$ cat src/rtl/sbox_lane_engine.sv
// Column-wise S-box substitution engine: captures NCOLS columns, looks up LANES columns per
// cycle through a writable table, and holds the result until the consumer accepts it.
module sbox_lane_engine #(
  parameter int unsigned COL_W = 5,
  parameter int unsigned LANES = 4,
  parameter int unsigned NCOLS = 64
) (
  input  logic                   clk,
  input  logic                   rst,
  input  logic                   cfg_we,
  input  logic [COL_W-1:0]       cfg_addr,
  input  logic [COL_W-1:0]       cfg_data,
  output logic                   cfg_ready,
  input  logic                   in_valid,
  output logic                   in_ready,
  input  logic [NCOLS*COL_W-1:0] in_data,
  output logic                   out_valid,
  input  logic                   out_ready,
  output logic [NCOLS*COL_W-1:0] out_data
);

  localparam int unsigned NBEATS = NCOLS / LANES;
  localparam int unsigned DEPTH  = 2 ** COL_W;
  localparam int unsigned BEAT_W = (NBEATS > 1) ? $clog2(NBEATS) : 1;
  localparam int unsigned DATA_W = NCOLS * COL_W;

  localparam logic [4:0] ASCON_SBOX [32] = '{
    5'h04, 5'h0B, 5'h1F, 5'h14, 5'h1A, 5'h15, 5'h09, 5'h02,
    5'h1B, 5'h05, 5'h08, 5'h12, 5'h1D, 5'h03, 5'h06, 5'h1C,
    5'h1E, 5'h13, 5'h07, 5'h0E, 5'h00, 5'h0D, 5'h11, 5'h18,
    5'h10, 5'h0C, 5'h01, 5'h19, 5'h16, 5'h0A, 5'h0F, 5'h17
  };

  typedef enum logic [1:0] {StIdle, StBusy, StDone} state_e;

  function automatic logic [COL_W-1:0] reset_entry(input int unsigned i);
    if (COL_W == 5) begin
      return COL_W'(ASCON_SBOX[i[4:0]]);
    end else begin
      return COL_W'(i);
    end
  endfunction

  state_e             state_q;
  logic [BEAT_W-1:0]  beat_q;
  logic [DATA_W-1:0]  cols_q;
  logic [DATA_W-1:0]  res_q;
  logic [COL_W-1:0]   table_q  [DEPTH];
  logic [COL_W-1:0]   lane_val [LANES];

  // Lookups read the registered table, so a write accepted on the capture edge is already visible.
  always_comb begin
    for (int unsigned l = 0; l < LANES; l++) begin
      lane_val[l] = table_q[cols_q[((32'(beat_q) * LANES) + l) * COL_W +: COL_W]];
    end
  end

  always_ff @(posedge clk) begin
    if (rst) begin
      state_q <= StIdle;
      beat_q  <= '0;
      cols_q  <= '0;
      res_q   <= '0;
      for (int unsigned i = 0; i < DEPTH; i++) begin
        table_q[i] <= reset_entry(i);
      end
    end else begin
      if (cfg_we && (state_q == StIdle)) begin
        table_q[cfg_addr] <= cfg_data;
      end
      case (state_q)
        StIdle: begin
          if (in_valid) begin
            cols_q  <= in_data;
            beat_q  <= '0;
            state_q <= StBusy;
          end
        end
        StBusy: begin
          for (int unsigned l = 0; l < LANES; l++) begin
            res_q[((32'(beat_q) * LANES) + l) * COL_W +: COL_W] <= lane_val[l];
          end
          if (32'(beat_q) == NBEATS - 1) begin
            state_q <= StDone;
          end else begin
            beat_q <= beat_q + BEAT_W'(1);
          end
        end
        StDone: begin
          if (out_ready) begin
            state_q <= StIdle;
          end
        end
        default: state_q <= StIdle;
      endcase
    end
  end

  assign in_ready  = (state_q == StIdle);
  assign cfg_ready = (state_q == StIdle);
  assign out_valid = (state_q == StDone);
  assign out_data  = res_q;

endmodule

$ cat config.mk
export PLATFORM = sky130hd
export DESIGN_NAME = sbox_lane_engine
export DESIGN_NICKNAME = d
export VERILOG_FILES = /design/src/rtl/sbox_lane_engine.sv
export SDC_FILE = /design/constraint.sdc
export NUM_CORES = 2
export LEC_CHECK = 0
export CORE_ASPECT_RATIO = 1.25
export CORE_UTILIZATION = 45
export CTS_BUF_LIST = sky130_fd_sc_hd__clkbuf_4
export CTS_CLUSTER_SIZE = 14
export DETAILED_ROUTE_END_ITERATION = 10
export MAX_ROUTING_LAYER = met4
export PLACE_DENSITY = 0.69
export SLEW_MARGIN = 25
export SYNTH_ARGS = -nofsm -noshare
export SYNTH_HDL_FRONTEND = slang
export SYNTH_SLANG_ARGS = --single-unit
$ cat constraint.sdc
create_clock -name clk -period 7.5 [get_ports clk]
set_clock_uncertainty 0.1 [all_clocks]
set_input_delay 0.75 -clock clk [delete_from_list [all_inputs] [get_ports clk]]
set_output_delay 0.75 -clock clk [all_outputs]
set_load 0.02 [all_outputs]
Word-level counts from Yosys, hierarchy flattened:

Memories as Yosys holds them, arrays and structs flattened.
Cells that the tools add are included.

* multiply operators: 4
* equality and inequality tests: 7
* add/sub/neg operators: 8
* reductions and logical operators: 7
* mux-type cells: 51
* shift operators: 12

Operators with widths (count)
* bitwise mux 320 bit: 4
* variable shift 5 x 34 -> 320 bit, first input constant: 4
* indexed part select 320 x 33 -> 5 bit: 4
* indexed part select 5 x 34 -> 320 bit: 4
* 2-to-1 mux 5 bit: 34
* negation 10 -> 34 bit: 3
* negation 9 -> 34 bit: 1
* multiplier 7 x 3 -> 10 bit, second input constant: 3
* adder 6 x 2 -> 7 bit, second input constant: 2
* 2-to-1 mux 4 bit: 2
* one-hot mux 4 bit (2 select lines): 1
* adder 6 x 1 -> 7 bit, second input constant: 1
* multiplier 4 x 3 -> 7 bit, second input constant: 1
* 2-to-1 mux 1 bit: 6
* 2-to-1 mux 2 bit: 3
* one-hot mux 2 bit (3 select lines): 1
* AND reduction 3 bit: 2
* OR reduction 5 bit: 1
* adder 4 x 1 -> 4 bit, second input constant: 1
* == test 4 bit, second input constant: 1
* inequality test 2 x 1 -> 1 bit, second input constant: 2
* inequality test 2 bit, second input constant: 2
* == test 2 x 1 -> 1 bit, second input constant: 1
* == test 2 bit, second input constant: 1
* other kinds (4): 4

* bits in writable memories: 160
* memories: 1
* bits of input ports: 335
* bits in registers: 646

Memories
* table_q: depth 32, width 5, read ports 4, clocked after memory_dff 0, write ports 32, line 48 `logic [COL_W-1:0] table_q [DEPTH];`

Depth between registers and ports, before layout:

An unclocked memory read counts as a cell.

* word-level depth: 8
* depth in mapped cells: 21
* gate-level depth less buffers: 14

Worst setup path after synthesis:

Ideal clock, no wire load.

* path kind: reg2reg
* start point: register beat_q[1]
* end point: register res_q[68] (netlist: out_data[68])
* buffers on the path: 9
* data arrival time: 4.272 ns
* library setup time: 0.136 ns
* setup slack: 2.992 ns
* stages on the path, launching flop included: 22
* data required time: 7.264 ns
* cells stage by stage: dfxtp_1 -> buf_6 -> buf_4 -> buf_6 -> buf_6 -> buf_4 -> buf_2 -> inv_1 -> ha_1 -> clkbuf_1 -> clkbuf_1 -> and3_1 -> ha_1 -> buf_1 -> or2_2 -> or2_2 -> nor2_1 -> nand2_1 -> a21oi_1 -> a31oi_1 -> a21oi_1 -> a221oi_2

* cells in the longest elaborated chain, start to end: 8
* elaborated cells on any way between the ends: 28
* classes of those cells: add/sub (7); mul (4); shift (12); mux (4); memory (1)

Ends and longest elaborated chain
* start, declared: line 45 `logic [BEAT_W-1:0] beat_q;`
* start signal, assigned: line 86 `beat_q <= beat_q + BEAT_W'(1);`
* adder 6 x 1 -> 7 bit or multiplier 4 x 3 -> 7 bit (tied branches): line 54, 81
* multiplier 7 x 3 -> 10 bit or indexed part select 320 x 33 -> 5 bit (tied branches): line 54, 81
* indexed part select 320 x 33 -> 5 bit or memory read (32 x 5 bit) (tied branches)
* memory read (32 x 5 bit) or indexed part select 5 x 34 -> 320 bit (tied branches)
* indexed part select 5 x 34 -> 320 bit or bitwise mux 320 bit (tied branches): line 81 `res_q[((32'(beat_q) * LANES) + l) * COL_W +: COL_W] <= lane_val[l];`
* bitwise mux 320 bit (2 in series): line 81
* bitwise mux 320 bit *: line 81
* end signal, assigned by index: line 81
* end, declared: line 47 `logic [DATA_W-1:0] res_q;`

Every way passes the cells marked *; elsewhere a longest branch is shown, timed or not.
A chain may end at the register's enable or synchronous reset.

Worst setup path after layout:

* start point: register beat_q[2]
* end point: register res_q[76] (netlist: out_data[76])

Same word-level chain as after synthesis.

==> flow_summary.yaml <==
status:
  status: "finished clean"
run:
  drv_cap: 0
pwr:
  irDropWorstVdd_uv: 144
  power.leakage_uw: 0.0186
  clkPwrFrac: 0.342
  power_density_nw_per_um2: 211
  seqPwrFrac: 0.411
  p_int_uw: 7380
  p_sw_uw: 4160
  switching_share: 0.360
  combinationalPowerShare: 0.248
placed_design:
  hpwl_um: 168000
  port_buffers: 657
  dp_slack_ps: 1310
  gp_congestion: 1.08
yosys:
  postSynthAreaPerCell_sq_um: 8.43
  syn_nets: 5470
  synth_seq_area_share: 0.411
  ys_ff_latch: 806
  ys_types: 103
  synth_top_area_frac: 0.299
  synth_cells: 5123
  ys_warn_count: 0
  synth_area_leaders: "dfxtp_1, edfxtp_1, nand2_1, mux2i_1, a21oi_1"
  synthesis.area_sq_um: 43200
  synthArstFlopShare: 0
  synth_ff_type: "dfxtp_1"
  yosysTopAreaCell: "dfxtp_1"
  synth_edf_count: 160
finish:
  drive_above_1_share: 0.116
  ff_latch_area_sq_um: 17700
  mostFrequentLayoutCell: "nand2_1"
  fillers: 8614
  area_delta_synth_final_pct: 26.8
  multi_input_area_sq_um: 23400
  final_cell_mix: "nand2_1, clkdlybuf4s50_1, dfxtp_1"
  final_nets: 6189
floorplanning:
  chipWidth_um: 279
  die-height_um: 348
  start_util: 0.456
  ioPinCount: 658
  design.core.area_sq_um: 94700
  die_area_sq_um: 97300
  num_rows: 126
critical_path:
  endpoint_kind: "flop"
  rrSetupSlack_ps: 990
  cp-start-kind: "flop"
  required_ps: 8380
  crit_fanout: 35
  worstSetupPathType: "flop to flop"
  cp.arrival_ps: 7380
cts:
  cts_setup_buffers: 0
  clkLatencyLatePin_ps: 1180
  cts.repair.resized: 0
  cts_buffer_depth: 3
  cts_sinks: 806
  cts-root-buf: "clkbuf_4"
  clk_pin_slew_worst_paths_ps: 70
  numCtsBuffers: 206
  cts.htree.levels: 4
  cts_tree: "built"
timing:
  setup_violations: 0
  hold_viol: 0
  post-route-min-period_ps: 6510
  maxSlewHeadroom: 0.170
  setup_ws_ps: 993
  rsz0062_at_grt: "false"
  max_freq_mhz: 154
  worstMarginPinSlew_ps: 1230
  post-route-period-util: 0.868
  slew_violations: 0
  whs_ps: 60.3
  final.setup.tns_ps: 0
grt:
  antenna_found_initial: 25
  grt_pass1_vias: 44100
  grt_pass1_wl_um: 320000
  top_usage_layer: "met2"
  grt.total_usage: 0.471
  grt_max_degree: 137
  grt-ovfl-total: 0
  use_met1: 0.522
  gr-usage-met3: 0.112
  grtUsageMet2: 0.727
route:
  ant_nets: 0
  drt-total-wl_um: 230000
  drc: 0
  drtIter0Drc: 6058
  firstDrtPassIters: 8
  vias: 47200
  drt-wirelength-per-cell_um: 31.4
  vias_per_cell: 6.46
worst_hold_path:
  hold_path.class: "primary input to flop"
==> synthesized netlist by cell type, drive strengths merged (13+ instances only) <==
cell and n:
nor2 395, o221ai 33, edfxtp 160, inv 29
nand2b 26, o21ai 249, mux2i 300, a22oi 25
buf 142, nand2 1029, a31oi 47, a32oi 26
or3 44, a21oi 593, nor2b 36, mux4 95
and2 41, nor3 185, a221oi 25, a311oi 23
o211ai 40, a2111oi 13, o31ai 22, nand4 53
nand3 151, clkbuf 286, mux2 35, nor4 42
o22ai 47, dfxtp 646, and3 32, a211oi 84
==> kinds of logic after synthesis <==
group	after synthesis	share of synthesized area
AND/OR/NAND/NOR	2076	0.211
AO/OA/AOI/OAI	1328	0.191
flip-flops	806	0.411
buffers and inverters	459	0.0511
multiplexers	430	0.129
XOR/XNOR	12	0.00278
adder cells (fa/ha/maj)	12	0.00365
==> final timing paths <==
path,from,to,depth (start not counted)
setup / recovery,beat_q[2],out_data[76],11
hold / removal,in_data[278],cols_q[278],3
setup reg to reg,beat_q[2],out_data[76],11
hold reg to reg,cols_q[140],cols_q[140],2
==> flip-flops by register name, indices dropped and copies added (netlist names) <==
signal	flops
beat_q	4
cols_q	320
out_data	320
state_q	2
table_q	160
==> power by group through the flow <==
stage | combinational, uW | sequential, uW | clock (uW)
final | 2860 | 4740 | 3940
after global routing | 2890 | 4750 | 4180
after floorplan | 1510 | 4760 | 0
after detailed placement | 2650 | 4830 | 0
after CTS | 2710 | 4730 | 3960
after global placement | 2640 | 4820 | 0
==> layer usage <==
| metal | routed length, um | vias up |
|---|---|---|
| met1 | 79200 | 22600 |
| met4 | 21900 | 0 |
| met5 | 0 | - |
| met2 | 105000 | 3428 |
| li1 | - | 20200 |
| met3 | 23500 | 1037 |
==> worst max-delay path, stage by stage, from the launching register on <==
cell,delay [ps]
dfxtp_2,930
nor2b_1,810
buf_4,350
a22oi_1,300
nand2_1,560
buf_4,270
nor4_1,70
nor4_1,1040
a31o_2,650
o22ai_2,430
a2111oi_0,700
a2111oi_0,150
==> what timing repair did <==
action                                  CTS  global route
endpoints found under the setup margin    0             0
hold buffers                            133             0
hold endpoints to repair                149             0
==> stage by stage <==
step / util / instances / instance area, sq um / total power, uW
floorplan: - / 5123 / 43200 / 6270
global placement: 0.534 / 6776 / 50600 / 7460
detailed placement: 0.534 / 6778 / 50600 / 7470
CTS: 0.577 / 7287 / 54600 / 11400
global route: 0.578 / 7316 / 54800 / 11800
finish: 0.578 / 7319 / 54800 / 11500
==> cell type report <==
type	instances	share of cell area
diodes	29	0.00132
clock buffers	296	0.0406
clock inverters	80	0.00875
inverters	31	0.00215
multi-input cells	3858	0.428
flip-flops and latches	806	0.324
well taps	1280	0.0292
repair buffers	939	0.166
(Power assumes the default switching activity.)
